==> config.mk <==
export PLATFORM = sky130hd
export DESIGN_NAME = sprite_palette_encoder_flat
export DESIGN_NICKNAME = d
export VERILOG_FILES = /design/src/rtl/sprite_pkg.sv /design/src/rtl/sprite_palette_encoder_if.sv /design/src/rtl/rgb_l1_distance.sv /design/src/rtl/sprite_palette_encoder.sv /design/src/flat_wrapper.sv
export SDC_FILE = /design/constraint.sdc
export NUM_CORES = 1
export LEC_CHECK = 0
export BUFFER_PORTS_ARGS = -buffer_cell sky130_fd_sc_hd__buf_2
export CORE_UTILIZATION = 35
export DETAILED_ROUTE_END_ITERATION = 6
export PLACE_DENSITY = 0.53
export SYNTH_ARGS = -nofsm -noshare
export SYNTH_HDL_FRONTEND = slang
export SYNTH_SLANG_ARGS = --single-unit
==> constraint.sdc <==
create_clock -name Clk -period 9.3 [get_ports Clk]
set_input_delay 1.86 -clock Clk [delete_from_list [all_inputs] [get_ports Clk]]
set_output_delay 1.86 -clock Clk [all_outputs]
set_load 0.02 [all_outputs]
==> src/rtl/sprite_pkg.sv <==
// Shared types for the sprite palette encoder.
// RGB444 pixel struct, palette size, encoder FSM states.
package sprite_pkg;
  typedef struct packed {
    logic [3:0] r;
    logic [3:0] g;
    logic [3:0] b;
  } rgb444_t;

  localparam int PAL_ENTRIES = 16;

  typedef enum logic [1:0] {
    IDLE,
    SEARCH,
    DONE
  } enc_state_t;
endpackage

==> src/rtl/sprite_palette_encoder_if.sv <==
// Palette write port plus pixel-in / index-out handshakes.
// master drives pixels and palette, slave is the encoder.
interface sprite_palette_encoder_if;
  import sprite_pkg::*;

  logic       pal_we;
  logic [3:0] pal_waddr;
  rgb444_t    pal_wdata;
  logic       in_valid;
  logic       in_ready;
  rgb444_t    in_rgb;
  logic       out_valid;
  logic       out_ready;
  logic [3:0] out_index;
  logic       out_exact;

  modport master (
    output pal_we, pal_waddr, pal_wdata,
    output in_valid, in_rgb, out_ready,
    input  in_ready, out_valid,
    input  out_index, out_exact
  );

  modport slave (
    input  pal_we, pal_waddr, pal_wdata,
    input  in_valid, in_rgb, out_ready,
    output in_ready, out_valid,
    output out_index, out_exact
  );
endinterface

==> src/rtl/rgb_l1_distance.sv <==
// L1 distance between two RGB444 colours, 0..45.
// Pure combinational.
module rgb_l1_distance
  import sprite_pkg::*;
(
  input  rgb444_t    i_a,
  input  rgb444_t    i_b,
  output logic [5:0] o_dist
);
  logic [3:0] w_dr;
  logic [3:0] w_dg;
  logic [3:0] w_db;

  assign w_dr = (i_a.r > i_b.r) ? i_a.r - i_b.r : i_b.r - i_a.r;
  assign w_dg = (i_a.g > i_b.g) ? i_a.g - i_b.g : i_b.g - i_a.g;
  assign w_db = (i_a.b > i_b.b) ? i_a.b - i_b.b : i_b.b - i_a.b;

  assign o_dist = {2'b00, w_dr} + {2'b00, w_dg} + {2'b00, w_db};
endmodule

==> src/rtl/sprite_palette_encoder.sv <==
// Nearest-palette-entry encoder for RGB444 pixels.
// Walks one palette entry per clock; exact hits exit early.
module sprite_palette_encoder
  import sprite_pkg::*;
#(
  parameter int unsigned KEY_IDX     = 1,
  parameter bit          EXCLUDE_KEY = 1'b1
) (
  input logic                      Clk,
  input logic                      Reset_n,
  sprite_palette_encoder_if.slave  bus
);
  rgb444_t    r_pal [PAL_ENTRIES];
  enc_state_t r_state;
  enc_state_t w_next;
  rgb444_t    r_px;
  logic [3:0] r_idx;
  logic [5:0] r_best_dist;
  logic [3:0] r_best_idx;

  logic [5:0] w_dist;
  logic       w_skip;
  logic       w_hit;
  logic       w_upd;
  logic       w_last;
  logic       w_accept;

  rgb_l1_distance u_dist (
    .i_a    (r_px),
    .i_b    (r_pal[r_idx]),
    .o_dist (w_dist)
  );

  assign w_skip   = EXCLUDE_KEY && (r_idx == 4'(KEY_IDX));
  assign w_hit    = !w_skip && (w_dist == 6'd0);
  assign w_upd    = !w_skip && (w_dist < r_best_dist);
  assign w_last   = (r_idx == 4'd15);
  assign w_accept = (r_state == IDLE) && bus.in_valid;

  always_comb begin
    w_next = r_state;
    unique case (r_state)
      IDLE:    if (bus.in_valid) w_next = SEARCH;
      SEARCH:  if (w_hit || w_last) w_next = DONE;
      DONE:    if (bus.out_ready) w_next = IDLE;
      default: w_next = IDLE;
    endcase
  end

  always_ff @(posedge Clk or negedge Reset_n) begin
    if (!Reset_n) begin
      r_state <= IDLE;
    end else begin
      r_state <= w_next;
    end
  end

  // Palette writes land in any state; the search reads them live.
  always_ff @(posedge Clk or negedge Reset_n) begin
    if (!Reset_n) begin
      for (int i = 0; i < PAL_ENTRIES; i++) begin
        r_pal[i] <= '0;
      end
    end else if (bus.pal_we) begin
      r_pal[bus.pal_waddr] <= bus.pal_wdata;
    end
  end

  always_ff @(posedge Clk or negedge Reset_n) begin
    if (!Reset_n) begin
      r_px        <= '0;
      r_idx       <= '0;
      r_best_dist <= 6'h3F;
      r_best_idx  <= '0;
    end else if (w_accept) begin
      r_px        <= bus.in_rgb;
      r_idx       <= '0;
      r_best_dist <= 6'h3F;
      r_best_idx  <= '0;
    end else if (r_state == SEARCH) begin
      if (w_upd) begin
        r_best_dist <= w_dist;
        r_best_idx  <= r_idx;
      end
      if (!w_hit && !w_last) begin
        r_idx <= r_idx + 4'd1;
      end
    end
  end

  assign bus.in_ready  = (r_state == IDLE);
  assign bus.out_valid = (r_state == DONE);
  assign bus.out_index = r_best_idx;
  assign bus.out_exact = (r_state == DONE) && (r_best_dist == 6'd0);
endmodule
==> src/flat_wrapper.sv <==
// flat-port wrapper written by rule: the top's interface ports become plain ports
module sprite_palette_encoder_flat import sprite_pkg::*;
#(
  parameter int unsigned KEY_IDX     = 1,
  parameter bit          EXCLUDE_KEY = 1'b1
)
  (Clk, Reset_n, bus_pal_we, bus_pal_waddr, bus_pal_wdata, bus_in_valid, bus_in_rgb, bus_out_ready, bus_in_ready, bus_out_valid, bus_out_index, bus_out_exact);
  sprite_palette_encoder_if bus_i ();
  input logic Clk;
  input logic Reset_n;
  input wire logic [$bits(bus_i.pal_we)-1:0] bus_pal_we;
  input wire logic [$bits(bus_i.pal_waddr)-1:0] bus_pal_waddr;
  input wire logic [$bits(bus_i.pal_wdata)-1:0] bus_pal_wdata;
  input wire logic [$bits(bus_i.in_valid)-1:0] bus_in_valid;
  input wire logic [$bits(bus_i.in_rgb)-1:0] bus_in_rgb;
  input wire logic [$bits(bus_i.out_ready)-1:0] bus_out_ready;
  output wire logic [$bits(bus_i.in_ready)-1:0] bus_in_ready;
  output wire logic [$bits(bus_i.out_valid)-1:0] bus_out_valid;
  output wire logic [$bits(bus_i.out_index)-1:0] bus_out_index;
  output wire logic [$bits(bus_i.out_exact)-1:0] bus_out_exact;
  assign bus_i.pal_we = bus_pal_we;
  assign bus_i.pal_waddr = bus_pal_waddr;
  assign bus_i.pal_wdata = bus_pal_wdata;
  assign bus_i.in_valid = bus_in_valid;
  assign bus_i.in_rgb = bus_in_rgb;
  assign bus_i.out_ready = bus_out_ready;
  assign bus_in_ready = bus_i.in_ready;
  assign bus_out_valid = bus_i.out_valid;
  assign bus_out_index = bus_i.out_index;
  assign bus_out_exact = bus_i.out_exact;
  sprite_palette_encoder #(.KEY_IDX(KEY_IDX), .EXCLUDE_KEY(EXCLUDE_KEY)) u_core (.Clk(Clk), .Reset_n(Reset_n), .bus(bus_i));
endmodule
* Yosys cells after proc, flatten, opt, wreduce, memory -nomap -nowiden
Cells that the tools add are included.
Operators by class: mux-type cells 22, order comparisons 7, reductions and logical operators 19, equality and inequality tests 7, add/sub/neg operators 9, bitwise gates (word level) 2
Operator list (count):
- 192-bit bitwise mux | 1
- 12-bit binary-select mux with 4-bit select | 1
- 12-bit demux with 4-bit select | 1
- 12-bit two-way mux | 3
- 4-bit two-way mux | 9
- 4-bit subtractor | 6
- 6-bit two-way mux | 3
- 4-bit greater-than comparator | 3
- 6-bit logical NOT | 2
- 5-bit greater-or-equal comparator, second input constant | 2
- 4-bit inverter with 5-bit output | 2
- 5-bit by 4-bit adder with 6-bit output | 1
- 1-bit logical AND | 6
- 6-bit less-than comparator | 1
- 2-bit two-way mux | 3
- 2-bit case mux with 3 select lines | 1
- 2-bit nonzero test | 3
- 4-bit by 4-bit adder with 5-bit output | 1
- 5-bit by 1-bit less-than comparator with 1-bit output, second input constant | 1
- 4-bit by 1-bit adder with 4-bit output, second input constant | 1
- 4-bit by 1-bit equality test with 1-bit output, second input constant | 1
- 4-bit equality test, second input constant | 1
- 2-bit != test, second input constant | 2
- 2-bit AND reduction | 2
- other kinds (7) | 9
Word-level totals: bits in registers 220, bits of input ports 33, logic and storage cells 121, output and inout bits 7

* Depth between registers and ports, before layout
word-level depth 15, depth in mapped cells 25, gate-level depth less buffers 22

* Hierarchy
Synthesis repeated with hierarchy kept, for this count alone.
Second synthesis, totals: cells, all modules 847, area, all modules 11302.1 sq um
By module, submodules not included:
- sprite_palette_encoder | cells each 708, seq. area each 5512.8 sq um, times used 1, area an instance 10142.2 sq um
- rgb_l1_distance | cells each 139, seq. area each 0.0 sq um, times used 1, area an instance 1159.9 sq um

* Least setup slack after synthesis
Ideal clock, no wire load.
path kind reg-to-reg, from register u_core.r_idx[1], to register u_core.r_best_idx[0], in the netlist u_core.bus.out_index[0], period minus slack after synthesis 5.611 ns, path slack 3.689 ns, arrival 5.485 ns, cell stages (with the launch flop) 24, setup time 0.126 ns, data required time 9.174 ns, path buffers 3, path through dfrtp_1 clkbuf_1 clkbuf_1 mux4_2 mux4_2 ha_1 fa_1 nor2b_1 o21ai_1 a21oi_1 mux2_2 fa_1 inv_1 ha_1 inv_1 fa_1 nor2b_1 o21a_1 ha_1 a211oi_1 nand2_1 a41o_1 buf_4 mux2i_1
Between the ends: cells in the longest elaborated chain, start to end 12, elaborated cells between the ends (all ways) 24, those cells by class add/sub (8); order compare (4); eq/ne (1); mux (6); bitwise (1); reduce/logical (4)
RTL lines:
- start, declared | line sprite_palette_encoder.sv:17 | logic [3:0] r_idx;
- start signal, assigned | line sprite_palette_encoder.sv:86 | r_idx <= r_idx + 4'd1;
- 4-bit inverter with 5-bit output (implied by the code) | line sprite_palette_encoder.sv:30 | .i_b (r_pal[r_idx]),
- 12-bit binary-select mux with 4-bit select | line sprite_palette_encoder.sv:30
- 12-bit two-way mux (implied by the code) (2 in a row) | line sprite_palette_encoder.sv:30
- 4-bit subtractor (tied with other cells) | line rgb_l1_distance.sv:14 | assign w_dr = (i_a.r > i_b.r) ? i_a.r - i_b.r : i_b.r - i_a.r;
- 4-bit two-way mux (on tied branches) | line rgb_l1_distance.sv:14, rgb_l1_distance.sv:15
- 4-bit by 4-bit adder with 5-bit output | line rgb_l1_distance.sv:18 | assign o_dist = {2'b00, w_dr} + {2'b00, w_dg} + {2'b00, w_db};
- 5-bit by 4-bit adder with 6-bit output | line rgb_l1_distance.sv:18
- 6-bit less-than comparator | line sprite_palette_encoder.sv:36 | assign w_upd = !w_skip && (w_dist < r_best_dist);
- 1-bit logical AND (*) | line sprite_palette_encoder.sv:36
- 2-bit nonzero test (no source line) (*)
- 2-bit AND reduction (no source line) (*)
- end signal, assigned | line sprite_palette_encoder.sv:83 | r_best_idx <= r_idx;
- end, declared | line sprite_palette_encoder.sv:19 | logic [3:0] r_best_idx;
Mark *: on every way between the ends. The rest lies on a longest branch, timed or not. The select of a mux whose other input is x is not followed. A chain may end at the register's enable or synchronous reset.

* Worst setup path in the final report
from register u_core.r_idx[0], to register u_core.r_best_idx[2], in the netlist u_core.bus.out_index[2]
Same word-level chain as after synthesis.

==> results.json <==
{
  "status": "finished, final reports clean",
  "tritoncts_clock_tree": "built",
  "async_flop_share_pct": 100.0,
  "post-synth-top-area-cell": "sky130_fd_sc_hd__dfrtp_1",
  "ant_nets": 0,
  "clk_latency_ps": 550,
  "layout-area-overhead-vs-synth_pct": 12.73,
  "cts-hold-fix-buffers": 0,
  "clk_pin_slew_ps": 60,
  "min-delay-start": "u_core.r_pal[63]$_DFFE_PN0P_",
  "post_synth_instance_area_um2": 11020,
  "share_of_layout_cells_above_drive_strength_1_pct": 21.53,
  "max_slew_vio_count": 0,
  "pin_count_of_the_biggest_net_entering_global_routing": 116,
  "floorplan.die_area_um2": 32200,
  "crit_required_ps": 9680,
  "antenna_found_initial": 2,
  "yosysUniqueCellTypes": 46,
  "max_cap_violations": 0,
  "synthTopCellsByArea": "sky130_fd_sc_hd__dfrtp_1 (49%), sky130_fd_sc_hd__mux2_1 (19%), sky130_fd_sc_hd__mux4_2 (12%), sky130_fd_sc_hd__ha_1 (3.5%), sky130_fd_sc_hd__fa_1 (2.0%)",
  "die-width_um": 179.5,
  "design.final.nets": 878,
  "post-route-period-util_pct": 73.31,
  "placed_cells_incl_taps": 1171,
  "crit_path_start_kind": "flip-flop",
  "setup-violations-final": 0,
  "rows": 64,
  "placed_area_um2": 11610,
  "detailed_place_hpwl_um": 16100,
  "grtUsageTotal_pct": 16.47,
  "synth_cells": 768,
  "holdPathStages": 1,
  "endpoint_kind": "flip-flop",
  "finalWorstPathRequiredPeriod_ps": 6818,
  "clock_tree.htree_level_count": 1,
  "cts_buffers": 26,
  "leading_register_cell_type_out_of_synthesis": "sky130_fd_sc_hd__dfrtp_1",
  "synth_warnings": 0,
  "filler_cell_count": 2915,
  "route.detailed.vias_per_inst": 5.202,
  "whs_endpoint": "u_core.r_pal[63]$_DFFE_PN0P_",
  "cts_setup_buffers": 0,
  "floorplan.core_area_um2": 30750,
  "tritoncts_num_sinks": 220,
  "vias": 6341,
  "finalHoldViolCount": 0,
  "synth_enable_flop_cells": 0,
  "maxClockFrequency_mhz": 146.7,
  "reg2reg_depth": 21,
  "path_class": "flip-flop to flip-flop",
  "die_height_um": 179.5,
  "drt-pass1-iter-count": 7,
  "slew_headroom_pct": 24.26,
  "grt_setup_unrepaired": "false",
  "rrSetupSlack_ps": 2480,
  "r2r-start": "u_core.r_idx[0]$_DFFE_PN0P_",
  "routed_wirelength_um": 25510,
  "first_pass_grt_wire_length_um": 40850,
  "number_of_nets_in_the_synthesized_netlist": 843,
  "worstMarginPinSlew_ps": 1132,
  "pin_count": 40,
  "worst_clock_skew_ps": 28.54,
  "design_area_um2": 12420,
  "drt_iter0_markers": 326,
  "via_count_of_the_first_global_routing_pass": 6651,
  "critical_path.reg2reg.endpoint": "u_core.bus.out_index[2]$_DFFE_PN0P_",
  "initial_utilization_pct": 35.84,
  "drc_errors": 0,
  "synth_seq_cells": 220,
  "gp_routability_congestion": 0.7505,
  "timing.critical_path.fanout_max": 31,
  "wl_per_cell_um": 20.92,
  "clock_tree.root_cell": "sky130_fd_sc_hd__clkbuf_16",
  "post_cts.resized_instances": 0,
  "fin_worst_hold_slack_ps": 478.2,
  "yosysTopAreaCellShare_pct": 48.59,
  "clock_tree.buffer_depth": 3,
  "timing.critical_path.arrival_ps": 7200,
  "sequential_to_total_area_share_from_yosys_stat_pct": 50.02,
  "io_buffers": 39,
  "finish.cell_count_without_fillers": 1219,
  "gr-total-overflow": 0,
  "fin_tns_setup_ps": 0,
  "worst_hold_path_type": "flip-flop to flip-flop",
  "synthesis.area_per_instance_um2": 14.35
}
worst max path at each step:
stage	startpoint	to	cells after the start
global placement	u_core.r_idx[0]$_DFFE_PN0P_	u_core.bus.out_index[1]$_DFFE_PN0P_	21
detailed placement	u_core.r_idx[0]$_DFFE_PN0P_	u_core.bus.out_index[0]$_DFFE_PN0P_	21
global route	u_core.r_idx[0]$_DFFE_PN0P_	u_core.bus.out_index[2]$_DFFE_PN0P_	21
finish	u_core.r_idx[0]$_DFFE_PN0P_	u_core.bus.out_index[2]$_DFFE_PN0P_	21
CTS	u_core.r_idx[0]$_DFFE_PN0P_	u_core.bus.out_index[2]$_DFFE_PN0P_	21
floorplan	u_core.r_idx[1]$_DFFE_PN0P_	u_core.bus.out_index[0]$_DFFE_PN0P_	23
worst max-delay path, stage by stage, from the launching register on:
cell and delay (ps):
sky130_fd_sc_hd__dfrtp_4 720, sky130_fd_sc_hd__buf_4 630, sky130_fd_sc_hd__mux4_2 600, sky130_fd_sc_hd__mux4_2 520, sky130_fd_sc_hd__ha_1 240, sky130_fd_sc_hd__fa_1 410, sky130_fd_sc_hd__nor2b_1 140, sky130_fd_sc_hd__o21ai_1 80
sky130_fd_sc_hd__a21oi_1 300, sky130_fd_sc_hd__mux2_2 400, sky130_fd_sc_hd__fa_1 470, sky130_fd_sc_hd__inv_1 70, sky130_fd_sc_hd__ha_1 170, sky130_fd_sc_hd__inv_1 60, sky130_fd_sc_hd__fa_1 390, sky130_fd_sc_hd__nor2b_1 120
sky130_fd_sc_hd__o21a_1 160, sky130_fd_sc_hd__ha_1 260, sky130_fd_sc_hd__a211oi_1 230, sky130_fd_sc_hd__nand2_1 80, sky130_fd_sc_hd__a41o_1 420, sky130_fd_sc_hd__mux2i_1 200
synth_stat cells, types with 2 or more instances:
cell                       number
sky130_fd_sc_hd__a211o_1        2
sky130_fd_sc_hd__inv_1         39
sky130_fd_sc_hd__clkbuf_1      26
sky130_fd_sc_hd__buf_1          3
sky130_fd_sc_hd__nor2_1        22
sky130_fd_sc_hd__inv_2          9
sky130_fd_sc_hd__nand4_1        2
sky130_fd_sc_hd__nand2_1       32
sky130_fd_sc_hd__mux2_2         7
sky130_fd_sc_hd__or3_1          2
sky130_fd_sc_hd__a21o_1         7
sky130_fd_sc_hd__nand2b_1       8
sky130_fd_sc_hd__nor2b_1        6
sky130_fd_sc_hd__fa_1          11
sky130_fd_sc_hd__a21oi_1       10
sky130_fd_sc_hd__xnor2_1        4
sky130_fd_sc_hd__buf_6          6
sky130_fd_sc_hd__nand3_1        2
sky130_fd_sc_hd__dfstp_2        6
sky130_fd_sc_hd__mux2i_1       21
sky130_fd_sc_hd__mux2_1       186
sky130_fd_sc_hd__mux4_2        60
sky130_fd_sc_hd__a41oi_1        2
sky130_fd_sc_hd__buf_2         13
sky130_fd_sc_hd__dfrtp_1      214
sky130_fd_sc_hd__nand3b_1       4
sky130_fd_sc_hd__nor4_1         2
sky130_fd_sc_hd__o21ai_0       12
sky130_fd_sc_hd__ha_1          31
sky130_fd_sc_hd__xor2_1         3
cell type report:
class	count	area (µm²)	area share, %
timing repair buffer	56	332.8	2.679
clock buffer	41	757.0	6.093
antenna	1	2.502	0.02014
multi-input combinational	451	5080	40.89
clock inverter	6	58.81	0.4733
tap	396	495.5	3.988
inverter	48	180.2	1.450
sequential	220	5518	44.41
sequential cells by signal, indices dropped and copies added, names as in the netlist:
name	count
u_core.bus.out_index	4
u_core.r_best_dist	6
u_core.r_idx	4
u_core.r_pal	192
u_core.r_px	12
u_core.r_state	2
per-layer routing:
| metal | GRT usage (%) | wire [µm] |
|---|---|---|
| met5 | 0 | 17 |
| met4 | 3.793 | 532 |
| met3 | 2.472 | 670 |
| met2 | 25.67 | 11510 |
| met1 | 24.18 | 12770 |
metrics by stage:
| step | setup slack (ps) | util [%] |
|---|---|---|
| after detailed placement | 2426 | 37.74 |
| after floorplan | 3689 | - |
| final | 2482 | 40.41 |
| after CTS | 2423 | 40.40 |
| after global placement | 2538 | 37.74 |
| after global routing | 2035 | 40.40 |
cell families (layout without fill, tap and decap cells):
kind of cell	after synthesis	in the layout	share of synthesized area, %
multiplexers	274	274	33.89
other	0	1	0
XOR/XNOR	7	7	0.5563
buffers and inverters	97	151	3.894
adder cells (fa/ha/maj)	42	42	5.517
flip-flops	220	220	50.02
AND/OR/NAND/NOR	87	87	3.803
AO/OA/AOI/OAI	41	41	2.327
cell usage in the layout (no fill, tap or decap), types with 3 or more instances in the layout:
| master | instances |
|---|---|
| sky130_fd_sc_hd__dfrtp_1 | 212 |
| sky130_fd_sc_hd__mux2_1 | 186 |
| sky130_fd_sc_hd__mux4_2 | 60 |
| sky130_fd_sc_hd__inv_1 | 39 |
| sky130_fd_sc_hd__buf_2 | 38 |
| sky130_fd_sc_hd__nand2_1 | 32 |
| sky130_fd_sc_hd__ha_1 | 31 |
| sky130_fd_sc_hd__clkbuf_16 | 26 |
| sky130_fd_sc_hd__nor2_1 | 22 |
| sky130_fd_sc_hd__mux2i_1 | 21 |
| sky130_fd_sc_hd__buf_4 | 17 |
| sky130_fd_sc_hd__o21ai_0 | 12 |
| sky130_fd_sc_hd__fa_1 | 11 |
| sky130_fd_sc_hd__a21oi_1 | 10 |
| sky130_fd_sc_hd__clkbuf_1 | 10 |
| sky130_fd_sc_hd__inv_2 | 9 |
| sky130_fd_sc_hd__nand2b_1 | 8 |
| sky130_fd_sc_hd__a21o_1 | 7 |
| sky130_fd_sc_hd__mux2_2 | 7 |
| sky130_fd_sc_hd__nor2b_1 | 6 |
| sky130_fd_sc_hd__dfstp_2 | 6 |
| sky130_fd_sc_hd__clkbuf_8 | 5 |
| sky130_fd_sc_hd__xnor2_1 | 4 |
| sky130_fd_sc_hd__nand3b_1 | 4 |
| sky130_fd_sc_hd__clkinv_2 | 4 |
| sky130_fd_sc_hd__xor2_1 | 3 |
Power is not shown: default switching activity piles up to over one toggle a cycle in this logic, so the estimate is an artifact.
